--- src/rtl/router_reg_pchk.sv ---
// -----------------------------------------------------------------------------
// router_reg_pchk
//
// Packet register for the 1x3 router datapath. It sits between the source port
// and the destination FIFOs and is driven by the router FSM state strobes.
//   * latches the packet header on detect_add and replays it to the FIFO on
//     lfd_state;
//   * stages payload bytes and the trailing parity byte onto dout;
//   * parks a byte in a hold register while the selected FIFO is full and
//     replays it on laf_state;
//   * keeps a running XOR parity and a payload byte count, and flags a packet
//     whose parity byte or payload length does not match.
//
// Optional feature (compile-time macro ROUTER_REG_ERRCNT_EN):
//   When defined, an err_count_o port is added. It counts 0->1 transitions of
//   err_o, saturates at all-ones and is cleared only by resetn_i.
//   When undefined, the port and the counter do not exist.
//
// Parameters
//   DATA_W    data / header / parity width
//   ADDR_W    header address field width; the length field is the upper
//             LEN_W = DATA_W-ADDR_W bits of the header
//   ERRCNT_W  width of err_count_o (only with ROUTER_REG_ERRCNT_EN)
//
// Ports
//   clock_i              rising-edge clock
//   resetn_i             asynchronous active-low reset
//   pkt_valid_i          source byte valid; low while the parity byte is shown
//   data_in_i            source byte
//   fifo_full_i          selected destination FIFO is full
//   detect_add_i         FSM strobe: header on data_in_i
//   ld_state_i           FSM strobe: load payload / parity
//   laf_state_i          FSM strobe: load-after-full (drain hold register)
//   full_state_i         FSM strobe: FIFO-full wait
//   lfd_state_i          FSM strobe: load first data (header to FIFO)
//   rst_int_reg_i        clears low_packet_valid_o
//   dout_o               byte to FIFO
//   err_o                parity or length error of the completed packet
//   parity_done_o        packet parity byte captured
//   low_packet_valid_o   pkt_valid dropped during ld_state
//   err_count_o          errored-packet count (ROUTER_REG_ERRCNT_EN only)
// -----------------------------------------------------------------------------
module router_reg_pchk #(
    parameter int DATA_W   = 8,
    parameter int ADDR_W   = 2,
    parameter int ERRCNT_W = 8
) (
    input  logic              clock_i,
    input  logic              resetn_i,
    input  logic              pkt_valid_i,
    input  logic [DATA_W-1:0] data_in_i,
    input  logic              fifo_full_i,
    input  logic              detect_add_i,
    input  logic              ld_state_i,
    input  logic              laf_state_i,
    input  logic              full_state_i,
    input  logic              lfd_state_i,
    input  logic              rst_int_reg_i,
    output logic [DATA_W-1:0] dout_o,
    output logic              err_o,
    output logic              parity_done_o,
    output logic              low_packet_valid_o
`ifdef ROUTER_REG_ERRCNT_EN
    ,
    output logic [ERRCNT_W-1:0] err_count_o
`endif
);

    localparam int LEN_W = DATA_W - ADDR_W;

    // Saturation value of the payload counter (all ones).
    localparam logic [LEN_W-1:0] CNT_MAX = {LEN_W{1'b1}};

    // -------------------------------------------------------------------------
    // State
    // -------------------------------------------------------------------------
    logic [DATA_W-1:0] dout_q,    dout_d;
    logic [DATA_W-1:0] hdr_q,     hdr_d;
    logic [DATA_W-1:0] hold_q,    hold_d;
    logic [DATA_W-1:0] int_par_q, int_par_d;
    logic [DATA_W-1:0] pkt_par_q, pkt_par_d;
    logic [LEN_W-1:0]  cnt_q,     cnt_d;
    logic              err_q,     err_d;
    logic              pdone_q,   pdone_d;
    logic              lpv_q,     lpv_d;
    // High for exactly the one cycle after parity_done rises; that is the
    // cycle in which the error verdict is formed.
    logic              err_eval_q, err_eval_d;

    // Length field of the latched header.
    logic [LEN_W-1:0]  hdr_len;
    assign hdr_len = hdr_q[DATA_W-1:ADDR_W];

    // Payload bytes are those presented in ld_state with pkt_valid high.
    // full_state is mutually exclusive with ld_state in normal operation; it
    // is still qualified here so a mis-sequenced FSM cannot double count.
    logic payload_beat;
    assign payload_beat = ld_state_i & pkt_valid_i & ~full_state_i;

    // -------------------------------------------------------------------------
    // Next-state logic
    // -------------------------------------------------------------------------
    always_comb begin
        dout_d     = dout_q;
        hdr_d      = hdr_q;
        hold_d     = hold_q;
        int_par_d  = int_par_q;
        pkt_par_d  = pkt_par_q;
        cnt_d      = cnt_q;
        err_d      = err_q;
        pdone_d    = pdone_q;
        lpv_d      = lpv_q;
        err_eval_d = 1'b0;

        // Verdict for the packet whose parity byte was captured last cycle.
        // Evaluated before the strobe decode so a detect_add in the same
        // cycle still clears err for the new packet.
        if (err_eval_q) begin
            err_d = (int_par_q != pkt_par_q) || (cnt_q != hdr_len);
        end

        // Strobe decode in priority order. A detect_add without pkt_valid is
        // a no-op and still masks the lower-priority strobes.
        if (detect_add_i) begin
            if (pkt_valid_i) begin
                hdr_d     = data_in_i;
                int_par_d = '0;
                cnt_d     = '0;
                err_d     = 1'b0;
                pdone_d   = 1'b0;
            end
        end else if (lfd_state_i) begin
            dout_d    = hdr_q;
            int_par_d = int_par_q ^ hdr_q;
        end else if (ld_state_i) begin
            // A byte arriving while the FIFO is full is parked, and dout keeps
            // showing the byte the FIFO has not yet accepted.
            if (fifo_full_i) begin
                hold_d = data_in_i;
            end else begin
                dout_d = data_in_i;
            end

            if (payload_beat) begin
                int_par_d = int_par_q ^ data_in_i;
                if (cnt_q != CNT_MAX) begin
                    cnt_d = cnt_q + 1'b1;
                end
            end

            // Parity byte accepted directly by the FIFO.
            if (!pkt_valid_i && !fifo_full_i) begin
                pkt_par_d = data_in_i;
                pdone_d   = 1'b1;
            end

            if (!pkt_valid_i) begin
                lpv_d = 1'b1;
            end
        end else if (laf_state_i) begin
            dout_d = hold_q;
            // The parity byte itself was parked: it is captured from the hold
            // register when it is drained.
            if (lpv_q && !pdone_q) begin
                pkt_par_d = hold_q;
                pdone_d   = 1'b1;
            end
        end

        // rst_int_reg has the last word over the set above.
        if (rst_int_reg_i) begin
            lpv_d = 1'b0;
        end

        err_eval_d = pdone_d & ~pdone_q;
    end

    // -------------------------------------------------------------------------
    // State register
    // -------------------------------------------------------------------------
    always_ff @(posedge clock_i or negedge resetn_i) begin
        if (!resetn_i) begin
            dout_q     <= '0;
            hdr_q      <= '0;
            hold_q     <= '0;
            int_par_q  <= '0;
            pkt_par_q  <= '0;
            cnt_q      <= '0;
            err_q      <= 1'b0;
            pdone_q    <= 1'b0;
            lpv_q      <= 1'b0;
            err_eval_q <= 1'b0;
        end else begin
            dout_q     <= dout_d;
            hdr_q      <= hdr_d;
            hold_q     <= hold_d;
            int_par_q  <= int_par_d;
            pkt_par_q  <= pkt_par_d;
            cnt_q      <= cnt_d;
            err_q      <= err_d;
            pdone_q    <= pdone_d;
            lpv_q      <= lpv_d;
            err_eval_q <= err_eval_d;
        end
    end

    assign dout_o             = dout_q;
    assign err_o              = err_q;
    assign parity_done_o      = pdone_q;
    assign low_packet_valid_o = lpv_q;

`ifdef ROUTER_REG_ERRCNT_EN
    // -------------------------------------------------------------------------
    // Errored-packet counter. err is sticky per packet and cleared by the next
    // detect_add, so each errored packet produces exactly one rising edge.
    // The edge is taken from err_d so the count moves together with err_o.
    // -------------------------------------------------------------------------
    localparam logic [ERRCNT_W-1:0] ERRCNT_MAX = {ERRCNT_W{1'b1}};

    logic [ERRCNT_W-1:0] errcnt_q, errcnt_d;
    logic                err_rise;

    assign err_rise = err_d & ~err_q;

    always_comb begin
        errcnt_d = errcnt_q;
        if (err_rise && (errcnt_q != ERRCNT_MAX)) begin
            errcnt_d = errcnt_q + 1'b1;
        end
    end

    always_ff @(posedge clock_i or negedge resetn_i) begin
        if (!resetn_i) begin
            errcnt_q <= '0;
        end else begin
            errcnt_q <= errcnt_d;
        end
    end

    assign err_count_o = errcnt_q;
`endif

endmodule

--- config.mk ---
export PLATFORM = sky130hd
export DESIGN_NAME = router_reg_pchk
export DESIGN_NICKNAME = d
export VERILOG_FILES = /design/src/rtl/router_reg_pchk.sv
export SDC_FILE = /design/constraint.sdc
export NUM_CORES = 1
export LEC_CHECK = 0
export CAP_MARGIN = 20
export CELL_PAD_IN_SITES_DETAIL_PLACEMENT = 1
export CELL_PAD_IN_SITES_GLOBAL_PLACEMENT = 1
export CORE_UTILIZATION = 40
export CTS_BUF_LIST = sky130_fd_sc_hd__clkbuf_16
export DETAILED_ROUTE_END_ITERATION = 8
export HOLD_SLACK_MARGIN = 0.15
export PLACE_DENSITY = 0.76
export SYNTH_ARGS = -nofsm -noshare
export SYNTH_HDL_FRONTEND = slang
export SYNTH_SLANG_ARGS = --single-unit
--- constraint.sdc ---
create_clock -name clock_i -period 1.5 [get_ports clock_i]
set_input_delay 0.3 -clock clock_i [delete_from_list [all_inputs] [get_ports clock_i]]
set_output_delay 0.3 -clock clock_i [all_outputs]
set_load 0.02 [all_outputs]
==> results of run 1 <==
[critical path: stages, from the launching register on]
cell and delay (ns):
dfrtp_1 0.38, ha_2 0.19, nand4_1 0.11, buf_4 0.14, o211ai_4 0.10, or3_4 0.40
a21oi_2 0.14
[sequential cells by signal (all words and copies together) (netlist names)]
signal / count
hold_q: 8
cnt_q: 6
dout_o: 8
int_par_q: 8
low_packet_valid_o: 1
pkt_par_q: 8
parity_done_o: 1
hdr_q: 8
err_eval_q: 1
err_o: 1
[what timing repair did]
action,in CTS,in global routing
hold buffers,1,0
resized for setup,22,9
setup buffers,3,0
pin swaps,7,3
endpoints found under the hold margin,50,0
endpoints found under the setup margin,49,14
[through the flow]
| stage | TNS (ns) | total power, uW | setup slack [ns] | std cells | utilization (%) |
|---|---|---|---|---|---|
| 2_1_floorplan | 0 | 2340 | 0.04752 | 237 | - |
| 3_3_place_gp | -14.71 | 2757 | -0.4043 | 364 | 52.80 |
| 3_5_place_dp | -16.94 | 2825 | -0.5132 | 364 | 52.80 |
| 4_1_cts | -0.01924 | 4101 | -0.01255 | 376 | 56.33 |
| 5_1_grt | -0.5293 | 4260 | -0.1446 | 376 | 56.81 |
| 6_report | -0.06619 | 4082 | -0.04011 | 376 | 56.81 |
[kinds of logic (layout without fill, tap and decap cells)]
logic type	after synthesis	in the layout	share of synthesized area, %
simple gates	74	74	14.39
flops	50	50	49.63
compound gates	42	42	10.27
mux	41	41	17.47
buf+inv	15	79	2.878
xor+xnor	14	14	4.864
fa+ha+maj	1	1	0.4962
[power by group through the flow]
stage / Clock, uW / Combinational [uW] / Sequential (uW)
3_3_place_gp: 0 / 957 / 1800
5_1_grt: 1350 / 1090 / 1830
6_report: 1280 / 999 / 1800
4_1_cts: 1300 / 996 / 1800
2_1_floorplan: 0 / 517 / 1820
3_5_place_dp: 0 / 1010 / 1820
[synthesized netlist by cell type (all sizes together), types with 4 or more instances]
library cell   n  area, um2
nor2           7      26.28
a22oi          8      60.06
mux2          24      270.3
inv            6      22.52
dfrtp         50       1251
xnor2         14      122.6
nand2         40      150.1
nand4          4      25.02
a21oi          4      20.02
buf            8      46.29
o21ai         24      127.6
mux2i         17      170.2
nand2b         8      50.05
[per-layer routing]
layer  wire, um  global-route usage, %  up-vias  share of wire (%)
met3        202                  4.607       21                2.7
met1       3189                  30.85     1082                 43
li1           -                      -      958                  -
met5          0                      0        -                  0
met4        222                  9.107        0                3.0
met2       3841                  42.17       42                 52
[cell type report]
| type | instances | area (um2) |
|---|---|---|
| fillers | 665 | 2587 |
| flip-flops and latches | 50 | 1251 |
| multi-input cells | 172 | 1247 |
| repair buffers | 65 | 621.8 |
| clock buffers | 5 | 125.1 |
| well taps | 75 | 93.84 |
| clock inverters | 3 | 41.29 |
| inverters | 6 | 22.52 |
[layout by cell type, fill, tap and decap left out, types with 2 or more instances in the layout]
master,count
dfrtp_1,50
nand2_1,40
buf_4,28
mux2_2,24
o21ai_0,19
mux2i_1,16
dlygate4sd2_1,15
xnor2_1,14
clkdlybuf4s50_1,11
nand2b_1,8
nor2_1,7
a22oi_1,7
inv_1,6
buf_12,6
clkbuf_16,5
nand4_1,4
nand3_1,3
o21ai_1,3
a21oi_1,2
o21ai_2,2
or3_4,2
a21oi_2,2
o211ai_1,2
buf_6,2
[worst max-delay path by stage]
stage | end | slack, ns | cells after the start
6_report | cnt_q[3] | -0.04 | 6
2_1_floorplan | cnt_q[1] | 0.05 | 5
3_3_place_gp | cnt_q[4] | -0.40 | 5
3_5_place_dp | int_par_q[7] | -0.51 | 6
5_1_grt | cnt_q[1] | -0.14 | 5
4_1_cts | cnt_q[0] | -0.01 | 5
==> summary.md, run 1 <==
| Metric | Value |
|---|---|
| Maximum number of pins on one net before global-route repair | `approximately 50` |
| IR Drop Worst-Case VDD | `0.7005 mV` |
| Logic pwr share | `24.5%` |
| Vias in the first global route | `roughly 2300` |
| Leading register cell type out of synthesis | `dfrtp_1` |
| Number of levels in the clock H-tree | `2` |
| Worst Hold Endpoint | `dout_o[4]` |
| First-pass GRT wire length | `~12000 um` |
| Post-synthesis average cell area | `about 11 um2` |
| Starting density of the core | `approximately 42%` |
| Number of enable flip-flop cells after synthesis | `0` |
| Std-Cell Rows | `28` |
| Clock network fraction of total power | `between 30% and 40%` |
| Post-synthesis cell type count | `34` |
| Clock-pin slew on the worst setup and hold paths | `0.07 ns` |
| Nature of the critical path endpoint | `flip-flop` |
| Cell Area, Placed | `0.003163 mm2` |
| Depth of the worst register-to-register path | `6` |
| Worst Hold Path Cells | `1` |
| Worst setup startpoint | `cnt_q[1]` |
| Worst clock skew | `slightly below 0.008 ns` |
| Classification of the worst-slack hold path | `reg2reg` |
| Worst EP required | `approximately 1.7 ns` |
| Overall via count from detail_route | `2103` |
| Hold slack final | `0.5051 ns` |
| Half-perimeter wire length after detailed placement | `about 5000 um` |
| Failing checks | `negative setup slack` |
| Fraction of layout cells with a size suffix above 1 | `between 20 and 30%` |
| Slack of the worst reg-to-reg path | `-0.04 ns` |
| Detailed Route Iter0 Violations | `between 100 and 150` |
| Nets | `about 320` |
| Net Count, Synth | `about 260` |
| ANT cells | `0` |
| Number of I/O pins | `29` |
| Die extent in x | `between 80 and 90 um` |
| HP Start | `dout_o[4]` |
| Setup violators final | `4` |
| WP data arrival | `roughly 1.8 ns` |
| Yosys synthesis warning count | `0` |
| Clock tree root buffer cell | `clkbuf_16` |
| Fin. Hold Viols | `0` |
| Sequential share of power | `44.1%` |
| Fraction of power spent switching nets | `29.30%` |
| Area growth, synth to finish | `34.99%` |
| Pwr per Cell Area | `1200 mW/mm2` |
| Async SR Flop Fraction | `100.0%` |
| Detail Route Antenna Nets | `0` |
| Max Buffers Root-to-Sink | `2` |
| Launch instance of the worst register-to-register path | `cnt_q[1]` |
| Global placement routability congestion | `roughly 0.77` |
| Max-cap violations | `0` |
| Global-route usage over all layers | `roughly a quarter` |
| Placeable core region | `approximately 0.0060 mm2` |
| Die outline area | `~0.0066 mm2` |
| Number of clock sinks seen by CTS | `50` |
| Switching power of the nets | `1196 uW` |
| Input/output buffers | `28` |
| Synthesis-stage register bit count | `50` |
| Final Cell Area | `between 0.003 and 0.004 mm2` |
| Netlist Area Pre-Place | `0.002521 mm2` |
| Y dimension of the die | `81.39 um` |
| Worst setup path class | `reg2reg` |
| Sequential fraction of the synthesis area | `roughly 50%` |
| Source-to-sink clock delay at the later pin of the worst-skew pair | `a little under 0.3 ns` |
| Minimum clock period after layout | `around 1.5 ns` |
| Max Clock Freq | `649.3 MHz` |
| Leakage | `0.001544 uW` |
| Count of unresolved DRC violations after routing | `0` |
| Startpoint Class | `flip-flop` |
| TritonCTS clock tree | `done` |
| Final Cycle Share | `102.7%` |
| Relative slew slack | `~77%` |
| Run status | `finished with violations` |
| End of the worst register-to-register path | `cnt_q[3]` |
| RSZ-0062 raised after global routing | `true` |
| Inserted Clock Buffers | `5` |
| Total Wirelength | `7456 um` |
| Worst-Margin Slew | `0.3358 ns` |
| Largest fanout on the critical path | `5` |
| Total internal power | `2886 uW` |
| Vias per Instance | `roughly 5.6` |
| Number of instances in the synthesized netlist | `approximately 240` |
| Total grt overflow | `0` |
| Slew Limit Fails | `0` |
| Number of iterations in the first detailed-routing pass | `4` |
| Post-detailed-route wirelength per cell | `19.83 um` |
| Antenna violations before repair | `0` |
| Post-route setup slack | `-0.04011 ns` |
Note: power is estimated with default switching activity, not from simulation.
==> inputs of run 2 (changes only) <==
--- a/config.mk
+++ b/config.mk
@@ -13,6 +13,7 @@
 export DETAILED_ROUTE_END_ITERATION = 8
 export HOLD_SLACK_MARGIN = 0.15
 export PLACE_DENSITY = 0.76
+export SKIP_LAST_GASP = 1
 export SYNTH_ARGS = -nofsm -noshare
 export SYNTH_HDL_FRONTEND = slang
 export SYNTH_SLANG_ARGS = --single-unit
==> summary.md, run 2 (synthesized netlist as in run 1, its figures left out) <==
| Metric | Value |
|---|---|
| Largest delay share family, worst path | `buffers and inverters` |
| Detail Route Antenna Nets | `0 (unchanged)` |
| Worst-Margin Slew | `0.3738 ns (+0.03798 ns)` |
| Worst path buffer plus inverter count | `3 (+2)` |
| Slew Limit Fails | `0 (unchanged)` |
| Overall via count from detail_route | `2143 (+1.9%)` |
| Max-cap violations | `0 (unchanged)` |
| Starting density of the core | `42.08% (unchanged)` |
| Fraction of layout cells with a size suffix above 1 | `28.62% (+1.0 points)` |
| Total Wirelength | `7725 um (+3.6%)` |
| Number of iterations in the first detailed-routing pass | `4 (unchanged)` |
| Placeable core region | `0.005991 mm2 (unchanged)` |
| Largest fanout on the critical path | `16 (+11)` |
| Vias in the first global route | `2343 (+1.1%)` |
| Worst clock skew | `0.006815 ns (-0.001097 ns)` |
| Slowest Stage Delay on Critical Path | `0.36 ns (-0.04 ns)` |
| Max Buffers Root-to-Sink | `2 (unchanged)` |
| Clock-pin slew on the worst setup and hold paths | `0.07 ns (about the same)` |
| First-pass GRT wire length | `12080 um (+0.74%)` |
| RSZ-0062 raised after global routing | `true` |
| Nature of the critical path endpoint | `flip-flop` |
| Chain of cells forming the critical path | `dlygate4sd2_1 -> buf_6 -> nor4bb_2 -> o21ai_1 -> buf_4 -> nand2_1 -> o21ai_0` |
| IR Drop Worst-Case VDD | `0.7022 mV (+0.24%)` |
| Slack of the worst reg-to-reg path | `-0.04 ns (about the same)` |
| Total grt overflow | `0 (unchanged)` |
| Final Cycle Share | `103.1% (+0.43 points)` |
| Leakage | `0.001558 uW (+0.91%)` |
| Nets | `322 (+0.94%)` |
| Std-Cell Rows | `28 (unchanged)` |
| Die outline area | `0.006624 mm2 (unchanged)` |
| Input/output buffers | `28 (unchanged)` |
| Relative slew slack | `74.82% (-2.6 points)` |
| Number of clock sinks seen by CTS | `50 (unchanged)` |
| Count of unresolved DRC violations after routing | `0 (unchanged)` |
| Maximum number of pins on one net before global-route repair | `51 (unchanged)` |
| Detailed Route Iter0 Violations | `119 (-2.5%)` |
| Vias per Instance | `5.654 (+1.1%)` |
| Most common cell after layout, fill and taps aside | `dfrtp_1` |
| Inserted Clock Buffers | `5 (unchanged)` |
| Global-route usage over all layers | `24.98% (+0.26 points)` |
| Y dimension of the die | `81.39 um (unchanged)` |
| Area growth, synth to finish | `36.03%` |
| Pwr per Cell Area | `1194 mW/mm2 (-0.49%)` |
| Fin. Hold Viols | `0 (unchanged)` |
| Max Clock Freq | `646.6 MHz (-0.42%)` |
| Crit path max-delay cell type | `nor4bb_2` |
| Post-detailed-route wirelength per cell | `20.38 um (+2.8%)` |
| Minimum clock period after layout | `1.547 ns (+0.006427 ns)` |
| Global placement routability congestion | `0.7738 (unchanged)` |
| Run status | `finished with violations` |
| Failing checks | `negative setup slack` |
| Half-perimeter wire length after detailed placement | `5035 um (unchanged)` |
| TNS Setup | `-0.1219 ns (-0.05572 ns)` |
| TritonCTS clock tree | `done` |
| Classification of the worst-slack hold path | `reg2reg` |
| Antenna violations before repair | `0 (unchanged)` |
| Number of levels in the clock H-tree | `2 (unchanged)` |
| Top library cells by usage in the layout, fill and taps aside | `dfrtp_1 (50), nand2_1 (40), buf_4 (30), mux2_2 (24), o21ai_0 (19)` |
| Worst setup path class | `in2reg` |
| Startpoint Class | `input pin` |
| Die extent in x | `81.39 um (unchanged)` |
| Hold slack final | `0.5051 ns (+0.00001100 ns)` |
| Worst EP required | `1.65 ns (-0.06 ns)` |
| Clock tree root buffer cell | `clkbuf_16` |
| Setup violators final | `6 (+2)` |
| Source-to-sink clock delay at the later pin of the worst-skew pair | `0.29 ns (about the same)` |
| ANT cells | `0 (unchanged)` |
| Fill cell instance count of the final layout | `657 (-1.2%)` |
| Post-route setup slack | `-0.04654 ns (-0.006427 ns)` |
| WP data arrival | `1.69 ns (-0.06 ns)` |
| Number of I/O pins | `29 (unchanged)` |
## run 2: stage by stage
stage	util, %	total power, uW	instances	area (um2)	setup slack, ns
after global routing	57.25	4272	379	3430	-0.1446
after global placement	52.80	2757	364	3163	-0.4043
after CTS	56.24	4100	376	3369	-0.03271
after detailed placement	52.80	2825	364	3163	-0.5132
final	57.25	4094	379	3430	-0.04654
after floorplan	-	2340	237	2521	0.04752
## run 2: repair_timing
item | CTS | global route
gates cloned | 0 | 1
pin swaps | 7 | 3
buffers inserted | 3 | 2
hold buffers | 1 | 0
gates resized for setup | 21 | 11
endpoints found under the setup margin | 49 | 19
hold endpoints to repair | 50 | 0
## run 2: final cells by class
type                    count  area (um2)  share of cell area (%)
clock buffers               5       125.1                   3.648
multi-input cells         172        1254                   36.56
clock inverters             3       41.29                   1.204
repair buffers             68       641.9                   18.72
inverters                   6       22.52                  0.6567
well taps                  75       93.84                   2.736
flip-flops and latches     50        1251                   36.48
## run 2: final timing paths
kind                                  from      endpoint  cells past startpoint
min in group asynchronous         resetn_i     dout_o[5]                      3
max in group asynchronous         resetn_i      cnt_q[2]                      3
worst min register to register   dout_o[4]     dout_o[4]                      1
worst min-delay path             dout_o[4]     dout_o[4]                      1
worst max-delay path            ld_state_i  pkt_par_q[5]                      7
worst max register to register    cnt_q[1]      cnt_q[3]                      6
## run 2: where the power goes
group	total, uW	internal [uW]	switching [uW]
Clock	1280	781	498
Sequential	1800	1600	207
Combinational	1010	512	498
## run 2: metal layers
metal / global-route usage (%) / vias to the layer above / routed length, um
li1: - / 962 / -
met1: 30.50 / 1107 / 3207
met2: 42.75 / 54 / 4045
met3: 4.607 / 20 / 277
met4: 10.71 / 0 / 194
met5: 0 / - / 0
